### src/rtl/enum_code_sequencer.sv
// rtl/enum_code_sequencer.sv - four-lane enum code loader with repeat passes; optional abort via ENUM_SEQ_ABORT_EN

package seq_pkg_a;
  typedef enum logic [4:0] {
    A_FIRST  = 5'b00111,
    A_SECOND = 5'b11100
  } code_e;
endpackage

package seq_pkg_b;
  typedef enum logic [5:0] {
    B_FIRST  = 6'b000111,
    B_SECOND = 6'b111000
  } code_e;
endpackage

package seq_pkg_c;
  typedef enum logic [6:0] {
    C_FIRST  = 7'b0011100,
    C_SECOND = 7'b1100011
  } code2_e;
endpackage

module enum_code_sequencer
  import seq_pkg_c::*;
#(
  parameter int          REP_W  = 4,
  parameter int unsigned ALT_EN = 1
) (
  input  logic             clk,
  input  logic             rst_n,
  input  logic             start,
  input  logic [3:0]       sel,
  input  logic [REP_W-1:0] repeat_cnt,
  input  logic             out_ready,
`ifdef ENUM_SEQ_ABORT_EN
  input  logic             abort,
`endif
  output logic             out_valid,
  output logic [1:0]       out_lane,
  output logic [7:0]       out_code,
  output logic             busy,
  output logic             done,
  output logic [4:0]       code0,
  output logic [5:0]       code1,
  output logic [6:0]       code2,
  output logic [7:0]       code3
);

  typedef enum logic [7:0] {
    D_FIRST  = 8'b01011010,
    D_SECOND = 8'b11010011
  } code3_e;

  typedef enum logic [1:0] {
    S_IDLE = 2'd0,
    S_EMIT = 2'd1,
    S_DONE = 2'd2
  } state_e;

  state_e           state_q, state_d;
  logic [1:0]       lane_q, lane_d;
  logic [REP_W-1:0] pass_q, pass_d;
  logic [REP_W-1:0] rep_q, rep_d;
  logic [3:0]       sel_q, sel_d;

  seq_pkg_a::code_e code0_q;
  seq_pkg_b::code_e code1_q;
  code2_e           code2_q;
  code3_e           code3_q;

  // Candidate codes for the current pass; odd passes may flip every select
  seq_pkg_a::code_e cand0;
  seq_pkg_b::code_e cand1;
  code2_e           cand2;
  code3_e           cand3;
  logic [3:0]       eff_sel;
  logic             alt_flip;
  logic             hs;
  logic             last_pass;

  assign alt_flip  = (ALT_EN != 0) && pass_q[0];
  assign eff_sel   = sel_q ^ {4{alt_flip}};
  assign hs        = (state_q == S_EMIT) && out_ready;
  assign last_pass = !(pass_q < rep_q);

  // Decode per-lane candidate codes from the effective selects
  always_comb begin
    cand0 = eff_sel[0] ? seq_pkg_a::A_SECOND : seq_pkg_a::A_FIRST;
    cand1 = eff_sel[1] ? seq_pkg_b::B_SECOND : seq_pkg_b::B_FIRST;
    cand2 = eff_sel[2] ? C_SECOND : C_FIRST;
    cand3 = eff_sel[3] ? D_SECOND : D_FIRST;
  end

  // State register plus captured sequence parameters
  always_ff @(posedge clk or negedge rst_n) begin
    if (!rst_n) begin
      state_q <= S_IDLE;
      lane_q  <= 2'd0;
      pass_q  <= '0;
      rep_q   <= '0;
      sel_q   <= 4'd0;
    end else begin
      state_q <= state_d;
      lane_q  <= lane_d;
      pass_q  <= pass_d;
      rep_q   <= rep_d;
      sel_q   <= sel_d;
    end
  end

  // Next-state logic: walk lanes 0..3, repeat passes, then a single DONE cycle
  always_comb begin
    state_d = state_q;
    lane_d  = lane_q;
    pass_d  = pass_q;
    rep_d   = rep_q;
    sel_d   = sel_q;
    unique case (state_q)
      S_IDLE: begin
        if (start) begin
          sel_d   = sel;
          rep_d   = repeat_cnt;
          pass_d  = '0;
          lane_d  = 2'd0;
          state_d = S_EMIT;
        end
      end
      S_EMIT: begin
        if (hs) begin
          if (lane_q != 2'd3) begin
            lane_d = lane_q + 2'd1;
          end else if (!last_pass) begin
            pass_d = pass_q + {{(REP_W-1){1'b0}}, 1'b1};
            lane_d = 2'd0;
          end else begin
            lane_d  = 2'd0;
            state_d = S_DONE;
          end
        end
      end
      S_DONE: begin
        state_d = S_IDLE;
      end
      default: begin
        state_d = S_IDLE;
      end
    endcase
`ifdef ENUM_SEQ_ABORT_EN
    if (abort && (state_q != S_IDLE)) begin
      state_d = S_IDLE;
      lane_d  = 2'd0;
    end
`endif
  end

  // Lane registers load only on their own handshake; abort does not block it
  always_ff @(posedge clk or negedge rst_n) begin
    if (!rst_n) begin
      code0_q <= seq_pkg_a::A_FIRST;
      code1_q <= seq_pkg_b::B_FIRST;
      code2_q <= C_FIRST;
      code3_q <= D_FIRST;
    end else if (hs) begin
      case (lane_q)
        2'd0: code0_q <= cand0;
        2'd1: code1_q <= cand1;
        2'd2: code2_q <= cand2;
        2'd3: code3_q <= cand3;
      endcase
    end
  end

  // Outputs derive from registered state only, so they hold while stalled
  always_comb begin
    out_valid = 1'b0;
    out_lane  = 2'd0;
    out_code  = 8'd0;
    busy      = (state_q != S_IDLE);
    done      = (state_q == S_DONE);
    if (state_q == S_EMIT) begin
      out_valid = 1'b1;
      out_lane  = lane_q;
      case (lane_q)
        2'd0: out_code = {3'b000, cand0};
        2'd1: out_code = {2'b00, cand1};
        2'd2: out_code = {1'b0, cand2};
        2'd3: out_code = cand3;
      endcase
    end
  end

  assign code0 = code0_q;
  assign code1 = code1_q;
  assign code2 = code2_q;
  assign code3 = code3_q;

endmodule

### config.mk
export PLATFORM = sky130hd
export DESIGN_NAME = enum_code_sequencer
export DESIGN_NICKNAME = d
export VERILOG_FILES = /design/src/rtl/enum_code_sequencer.sv
export SDC_FILE = /design/constraint.sdc
export NUM_CORES = 1
export LEC_CHECK = 0
export ABC_AREA = 1
export BUFFER_PORTS_ARGS = -buffer_cell sky130_fd_sc_hd__buf_2
export CAP_MARGIN = 30
export CORE_UTILIZATION = 47
export CTS_BUF_LIST = sky130_fd_sc_hd__clkbuf_2
export DETAILED_ROUTE_END_ITERATION = 8
export PLACE_DENSITY_LB_ADDON = 0.3
export SETUP_SLACK_MARGIN = 0.3
export SYNTH_ARGS = -nofsm -noshare
export SYNTH_HDL_FRONTEND = slang
export SYNTH_SLANG_ARGS = --single-unit
### constraint.sdc
create_clock -name clk -period 1.53 [get_ports clk]
set_clock_uncertainty 0.15 [all_clocks]
set_input_delay 0.306 -clock clk [delete_from_list [all_inputs] [get_ports clk]]
set_output_delay 0.306 -clock clk [all_outputs]
set_load 0.01 [all_outputs]
==> flow_summary.toml, run 1 <==
[sta]
min_period_over_period_pct = 154.7
fin_setup_tns_ns = -16.07
rsz0062_at_grt = "true"
finalCriticalPeriod_ns = 2.367
hold_viol = 0
tightest_slew_ns = 0.5633
setup_ws_ns = -0.8367
final_max_slew_viol_count = 0
max-slew-margin-rel_pct = 62.44
setup_viol = 46
fmax_ghz = 0.4225

[setup_path]
crit_required_ns = 1.07
worst-path-buf-inv = 3
endpoint_kind = "primary output"
crit_slowest_cell = "dfrtp_1"
worstPathArrival_ns = 1.91
crit_family = "flip-flops"
crit_path_max_fanout = 3
worstPathCellList = "inv_2 > ha_1 > inv_2 > o21ai_2 > nor2_1 > nor2_2 > buf_2"
worst-setup-path-type = "flop to primary output"
critPathMostFrequentCell = "inv_2"
start_kind = "flop"
cpPeakStageDelay_ns = 0.50

[outcome]
violations = "negative setup slack"
status = "finished with violations"

[power]
leakage_nw = 1.421
p_total_mw = 6.139
ir_drop_mv = 0.9795
power.density_mw_per_mm2 = 2152

[drt]
wl_per_cell_um = 19.97
first_pass_iters = 4
drtAntennaViolNets = 0
vias = 1747
drc = 0
drt_iter0_markers = 104
vias_per_cell = 5.359
postRouteWirelength_um = 6510

[finish]
post-route-util_pct = 92.68
n_antenna_cell = 0
layout.nets = 305
drive_gt1_share_pct = 70.21
fillers = 104
synthToLayoutAreaGrowth_pct = 85.82

[die]
fp.dieW_um = 59.15
core_area_mm2 = 0.003078
start_util_pct = 49.88
die-area_mm2 = 0.003499
num_rows = 20
boundaryPins = 51
die_h_um = 59.15

[place]
place_congestion = 0.9615
dp_hpwl_um = 2529
portBuffers = 44
place_ws_ns = -0.2366

[synth]
synth_ff_type = "dfrtp_1"
synthArstFlopShare_pct = 100.0
synth_common_cells = "25 x nand2_1, 21 x inv_1, 20 x dfrtp_1, 19 x buf_4, 19 x nor2_1"
netlist_area_mm2 = 0.001535
synth-edff-count = 0
seq_area_frac_synth_pct = 39.45
yosysWarningCount = 0
synth-seq-cells = 24
synthTopCellsByArea = "dfrtp_1 33%, buf_4 9.3%, ha_1 7.3%"
yosysUniqueCellTypes = 27
syn-instance-count = 176
yosys.area.top_type_share_pct = 32.60
synth_top_area_cell = "dfrtp_1"
synthMostInstantiatedCell = "nand2_1"
avgSynthCellArea_um2 = 8.723

[cts]
cts_sinks = 24
cts_max_level = 1
cts_tree = "built"
numCtsBuffers = 3
clk_path_buf_depth = 2
clk_latency_ns = 0.38
clkTransAtPathRegs_ns = 0.24
cts_root_buf = "clkbuf_2"

[global_routing]
grt_remaining_overflow = 0
grt_usage_pct = 27.84
grt_max_degree = 25
grt_pass1_wl_um = 6927
grt_pass1_vias = 1447
antenna_found_initial = 0

[worst_hold_path]
min_path_type = "input port to flop"

[job]
maxCapViolations = 0
-- layer usage --
layer | track usage [%] | vias to the layer above | routed length, um
met5 | 0 | - | 0
met4 | 18.03 | 0 | 400
met3 | 3.493 | 45 | 329
met2 | 52.92 | 110 | 3456
met1 | 28.31 | 840 | 2324
li1 | - | 752 | -
-- logic make-up (layout without fill, tap and decap cells) --
kind of cell	Yosys count	after routing	synth area share, %
AOI/OAI and AO/OA	28	28	10.84
DFF	24	24	39.45
other	2	6	0.4892
adders and majority gates	9	9	7.335
buffers and inverters	43	145	16.63
xor gates and xnor gates	6	6	3.913
and+or+nand+nor	59	59	16.95
muxes	5	5	4.401
-- layout by cell type, fill, tap and decap left out, types with 3 or more instances in the layout --
| cell | netlist | routed |
|---|---|---|
| inv_1 | 21 | 9 |
| nand4_1 | 3 | 3 |
| nand3_1 | 5 | 3 |
| buf_4 | 19 | 46 |
| nor2_4 | 0 | 9 |
| o21ai_4 | 0 | 4 |
| buf_6 | 3 | 36 |
| nor2_1 | 19 | 5 |
| dfstp_2 | 4 | 4 |
| inv_2 | 0 | 9 |
| buf_2 | 0 | 28 |
| nand2_8 | 0 | 3 |
| mux2_4 | 3 | 3 |
| a21oi_2 | 0 | 5 |
| conb_1 | 2 | 6 |
| nor2_2 | 2 | 7 |
| dlygate4sd3_1 | 0 | 7 |
| dfrtp_1 | 20 | 19 |
| clkbuf_2 | 0 | 3 |
| nand2_2 | 2 | 8 |
| ha_1 | 9 | 6 |
| nand2_1 | 25 | 16 |
| o21ai_1 | 7 | 4 |
| o21ai_2 | 2 | 9 |
-- per-stage QoR --
stage / hold WS, ns / cells / instance area [um^2]
2_1_floorplan: -0.1396 / 180 / 1640
3_3_place_gp: 0.1679 / 281 / 2023
3_5_place_dp: 0.1760 / 281 / 2023
4_1_cts: 0.01241 / 306 / 2479
5_1_grt: 0.01784 / 326 / 2853
6_report: 0.03295 / 326 / 2853
-- path summary, 6_finish.rpt --
path / from / endpoint / slack [ns] / depth (start not counted)
min reg2reg: code2[4] / code2[4] / 0.40 / 2
max: lane_q[1] / out_code[0] / -0.84 / 7
min: repeat_cnt[1] / rep_q[1] / 0.03 / 3
max reg2reg: state_q[0] / pass_q[2] / -0.51 / 13
min in group asynchronous: rst_n / code1[4] / 0.29 / 2
max in group asynchronous: rst_n / pass_q[0] / 0.54 / 2
-- final cells by class --
class | count | area [um^2] | area share (%)
clock buffer | 3 | 15.01 | 0.5263
multi-input combinational | 113 | 1044 | 36.58
sequential | 24 | 606.8 | 21.27
timing repair buffer | 121 | 1044 | 36.58
tap | 44 | 55.05 | 1.930
inverter | 21 | 88.84 | 3.114
-- sequential cells by signal, summed over array words and instances, names as in the netlist --
| signal | cells |
|---|---|
| code0 | 2 |
| sel_q | 4 |
| lane_q | 2 |
| rep_q | 4 |
| code2 | 2 |
| pass_q | 4 |
| code1 | 2 |
| code3 | 2 |
| state_q | 2 |
-- repair_timing --
action                                  4_1_cts  5_1_grt
gates resized for setup                      65       44
endpoints found under the setup margin       57       57
setup buffers                                20       13
gates cloned                                  1        1
endpoints found under the hold margin        20        6
hold buffers                                  1        6
pin swaps                                    25       10
-- power by group --
group	internal (mW)	switching, mW	total (mW)	leakage [nW]
combinational	2.36	2.27	4.62	1.12
clock	0.0532	0.213	0.266	0.0125
sequential	0.929	0.319	1.25	0.287
-- worst register-to-register path: stages (launching register included) --
cell and delay (ns):
dfrtp_1 0.47, inv_2 0.08, nor2_4 0.06, buf_6 0.12, buf_6 0.10, buf_6 0.11, buf_6 0.10, buf_6 0.12
o21ai_4 0.07, o21ai_2 0.10, nor2_2 0.15, nand2_2 0.13, nand2_1 0.11, nand2_1 0.08
(Power assumes the default switching activity.)
==> run 2, diff against run 1 <==
SETUP_SLACK_MARGIN = 0.4   (was 0.3)
TNS_END_PERCENT = 50   (was not set)
==> flow_summary.toml, run 2 (synthesized netlist as in run 1, its figures left out) <==
[drt]
vias = 1420
vias_per_cell = 4.797
drtAntennaViolNets = 0
first_pass_iters = 4
wl_per_cell_um = 12.57
postRouteWirelength_um = 3720
drt_iter0_markers = 43
drc = 0

[place]
dpl-instance-area_mm2 = 0.001991
portBuffers = 44
dp_hpwl_um = 2604
place_ws_ns = -0.3003
placedCellCount = 279
place_congestion = 0.8904

[sta]
setup_ws_ns = -0.6500
rsz0062_at_grt = "true"
final_max_slew_viol_count = 0
holdWs_ns = 0.02803
hold_viol = 0
fmax_ghz = 0.4587
finalCriticalPeriod_ns = 2.180
max-slew-margin-rel_pct = 62.95
tightest_slew_ns = 0.5558
min_period_over_period_pct = 142.5
setup_viol = 25

[setup_path]
worstPathArrival_ns = 1.72
worst-setup-path-type = "flop to primary output"
endpoint_kind = "primary output"
start_kind = "flop"
crit_slowest_cell = "dfrtp_1"
crit_family = "flip-flops"
cpPeakStageDelay_ns = 0.48
crit_path_max_fanout = 3
worstPathCellList = "buf_6 > ha_4 > nand2_1 > nand3_2 > a21oi_2 > nor2_1 > buf_2"
worst-path-buf-inv = 2
crit_required_ns = 1.07
r2r_start = "pass_q[0]"
crit_path_start = "lane_q[1]"

[global_routing]
grt_pass1_vias = 1335
grt_pass1_wl_um = 6037
antenna_found_initial = 0
grt_max_degree = 25
grt_usage_pct = 23.38
grt_remaining_overflow = 0

[finish]
reg.largest.list = "pass_q: 4 flops, rep_q: 4 flops, sel_q: 4 flops"
layout.nets = 274
stdcell_area_mm2 = 0.002390
drive_gt1_share_pct = 61.90
post_layout_nonfiller_instances = 296
most-common-layout-cells = "31 x buf_2, 31 x buf_4, 22 x buf_6, 20 x nand2_1, 19 x dfrtp_1"
fillers = 197
n_antenna_cell = 0
synthToLayoutAreaGrowth_pct = 55.66

[worst_hold_path]
min_from = "sel[1]"
min_path_type = "input port to flop"

[die]
core_area_mm2 = 0.003078
die_h_um = 59.15
num_rows = 20
boundaryPins = 51
start_util_pct = 49.88
die-area_mm2 = 0.003499
fp.dieW_um = 59.15

[cts]
cts_max_level = 1
cts_tree = "built"
cts_root_buf = "clkbuf_2"
clk_latency_ns = 0.34
clkTransAtPathRegs_ns = 0.23
numCtsBuffers = 3
clk_path_buf_depth = 2
cts_sinks = 24

[outcome]
violations = "negative setup slack"
status = "finished with violations"

[power]
power.density_mw_per_mm2 = 2088
leakage_nw = 1.234
ir_drop_mv = 0.8280

[job]
maxCapViolations = 0
run 2: cell type report:
cell class	instances	area, um^2	area share (%)
clock buffer	3	15.01	0.6283
multi-input combinational	113	893.4	37.38
timing repair buffer	90	705.7	29.53
inverter	21	83.83	3.508
tap	44	55.05	2.304
sequential	24	606.8	25.39
clock inverter	1	30.03	1.257
run 2: final timing paths:
kind	slack, ns	to	cells past startpoint
hold / removal	0.03	sel_q[1]	2
max in group asynchronous	0.55	pass_q[0]	2
setup / recovery	-0.65	out_code[3]	7
setup reg to reg	-0.26	pass_q[0]	12
hold reg to reg	0.39	code2[4]	2
min in group asynchronous	0.29	code3[0]	2
run 2: layer usage:
layer / routed length [um] / GRT usage, % / up-vias
met4: 108 / 9.184 / 0
met5: 0 / 0 / -
met3: 127 / 2.620 / 12
met2: 1996 / 42.69 / 49
met1: 1486 / 27.92 / 669
li1: - / - / 690
run 2: timing repair:
action / 4_1_cts / 5_1_grt
buffers inserted: 6 / 2
hold buffers: 4 / 1
setup endpoints to repair: 57 / 57
endpoints found under the hold margin: 23 / 1
pin swaps: 15 / 8
resized for setup: 54 / 11
cloned: 0 / 0
run 2: metrics by stage:
stage	util, %	total power, mW	TNS [ns]
2_1_floorplan	-	2.866	-0.3690
3_3_place_gp	64.67	3.687	-1.628
3_5_place_dp	64.67	3.794	-2.421
4_1_cts	75.69	4.799	-6.899
5_1_grt	77.64	5.339	-9.358
6_report	77.64	4.989	-7.202
run 2: power by group:
| group | leakage [nW] | switching (mW) | internal, mW |
|---|---|---|---|
| Sequential | 0.287 | 0.276 | 0.927 |
| Clock | 0.0266 | 0.200 | 0.225 |
| Combinational | 0.921 | 1.61 | 1.75 |
| Total | 1.23 | 2.09 | 2.90 |
==> run 3, diff against run 2 <==
SETUP_SLACK_MARGIN = 0.02   (was 0.4)
TNS_END_PERCENT = 30   (was 50)
==> flow_summary.toml, run 3 (synthesized netlist as in run 1, its figures left out) <==
[power]
netSwitchingFraction_pct = 42.25
p_total_mw = 4.876
p_comb_share_pct = 66.7
ir_drop_mv = 0.8147
seq_power_share_pct = 24.3
power.density_mw_per_mm2 = 2063
switchingPower_mw = 2.060
p_int_mw = 2.815
p_clk_share_pct = 9.0
leakage_nw = 1.253

[finish]
reg.largest.list = "pass_q: 4 flops, rep_q: 4 flops, sel_q: 4 flops"
synthToLayoutAreaGrowth_pct = 53.95
stdcell_area_mm2 = 0.002364
n_antenna_cell = 0
post_layout_nonfiller_instances = 301
drive_gt1_share_pct = 59.53
final_common_cell = "buf_2"
fillers = 215
multi_input_area_um2 = 864.6
most-common-layout-cells = "39 x buf_2, 35 x buf_4, 19 x dfrtp_1, 17 x nand2_1, 14 x buf_6"
layout.nets = 279
register_area_um2 = 606.8

[cts]
cts_max_level = 1
numCtsBuffers = 3
cts_sinks = 24
clk_latency_ns = 0.39
cts_tree = "built"
clkTransAtPathRegs_ns = 0.27
clk_path_buf_depth = 2
cts_root_buf = "clkbuf_2"

[global_routing]
grt_max_degree = 25
grt_pass1_vias = 1305
antenna_found_initial = 0
grt_usage_pct = 20.92
grt_pass1_wl_um = 5471
grt_remaining_overflow = 0

[place]
dp_hpwl_um = 2392
dpl-instance-area_mm2 = 0.001971
portBuffers = 44
place_ws_ns = -0.2582
place_congestion = 0.8533
placedCellCount = 280

[setup_path]
start_kind = "flop"
crit_path_max_fanout = 5
crit_family = "flip-flops"
worst-path-buf-inv = 2
cp_num_cells = 5
cpPeakStageDelay_ns = 0.59
endpoint_kind = "primary output"
reg2reg_depth = 11
worstPathCellList = "xnor2_2 > inv_1 > o21ai_1 > nor2_1 > buf_2"
reg2reg_slack_ns = -0.23
crit_slowest_cell = "dfrtp_2"
crit_required_ns = 1.07
worst-setup-path-type = "flop to primary output"
worstPathArrival_ns = 1.74

[sta]
holdWs_ns = -0.01668
setup_viol = 36
finalCriticalPeriod_ns = 2.198
tightest_slew_ns = 0.5588
fmax_ghz = 0.4549
fin_setup_tns_ns = -9.042
hold_viol = 1
max-slew-margin-rel_pct = 62.75
rsz0062_at_grt = "true"
setup_ws_ns = -0.6683
min_period_over_period_pct = 143.7
final_max_slew_viol_count = 0

[drt]
first_pass_iters = 4
vias = 1438
drt_iter0_markers = 40
postRouteWirelength_um = 3840
wl_per_cell_um = 12.76
drc = 0
vias_per_cell = 4.777
drtAntennaViolNets = 0

[worst_hold_path]
min_path_cells = 3
min_path_type = "input port to flop"

[die]
core_area_mm2 = 0.003078
start_util_pct = 49.88
boundaryPins = 51
fp.dieW_um = 59.15
num_rows = 20
die_h_um = 59.15
die-area_mm2 = 0.003499

[job]
maxCapViolations = 0

[outcome]
status = "finished with violations"
violations = "negative hold slack, negative setup slack"
-- run 3: metal layers --
layer  global-route usage (%)  vias to the layer above  part of all wire [%]
li1                         -                      696                     -
met1                    24.19                      678                    41
met2                    38.96                       55                    54
met3                    2.183                        9                   3.3
met4                    8.844                        0                   2.0
met5                        0                        -                     0
-- run 3: timing repair --
item | CTS | global route
resized for setup | 28 | 36
pin swaps | 15 | 12
setup endpoints to repair | 33 | 41
endpoints found under the hold margin | 22 | 1
hold buffers | 3 | 1
buffers inserted | 4 | 11
-- run 3: worst register-to-register path, delay by kind of cell (launching register included) --
family	cells	cell delay [ns]
AND/OR/NAND/NOR	5	0.42
AO/OA/AOI/OAI	2	0.15
buffers and inverters	4	0.46
flip-flops	1	0.48
-- run 3: area by class of cell --
type                            count  area share, %
Clock buffer                        3         0.6353
Clock inverter                      1          1.271
Inverter                           21          3.441
Multi-Input combinational cell    113          36.58
Sequential cell                    24          25.67
Tap cell                           44          2.329
Timing Repair Buffer               95          30.07
-- run 3: worst paths after layout --
kind	from	endpoint
max in group asynchronous	rst_n	code3[3]
hold reg to reg	code1[2]	code1[2]
hold / removal	repeat_cnt[3]	rep_q[3]
setup reg to reg	state_q[0]	pass_q[1]
min in group asynchronous	rst_n	pass_q[2]
setup / recovery	pass_q[0]	out_code[3]
-- run 3: stage by stage --
| stage | hold WS (ns) | utilization, % |
|---|---|---|
| after global routing | 0.00001416 | 76.79 |
| after detailed placement | 0.1781 | 64.02 |
| after floorplan | -0.1396 | - |
| after CTS | 0.007042 | 70.53 |
| final | -0.01668 | 76.79 |
| after global placement | 0.1679 | 64.02 |
-- run 3: power by group through the flow --
| stage | combinational [mW] | sequential (mW) | clock, mW |
|---|---|---|---|
| after floorplan | 1.60 | 1.17 | 0 |
| after global placement | 2.45 | 1.15 | 0 |
| after detailed placement | 2.51 | 1.16 | 0 |
| after CTS | 2.76 | 1.17 | 0.434 |
| after global routing | 3.53 | 1.23 | 0.462 |
| final | 3.25 | 1.19 | 0.438 |
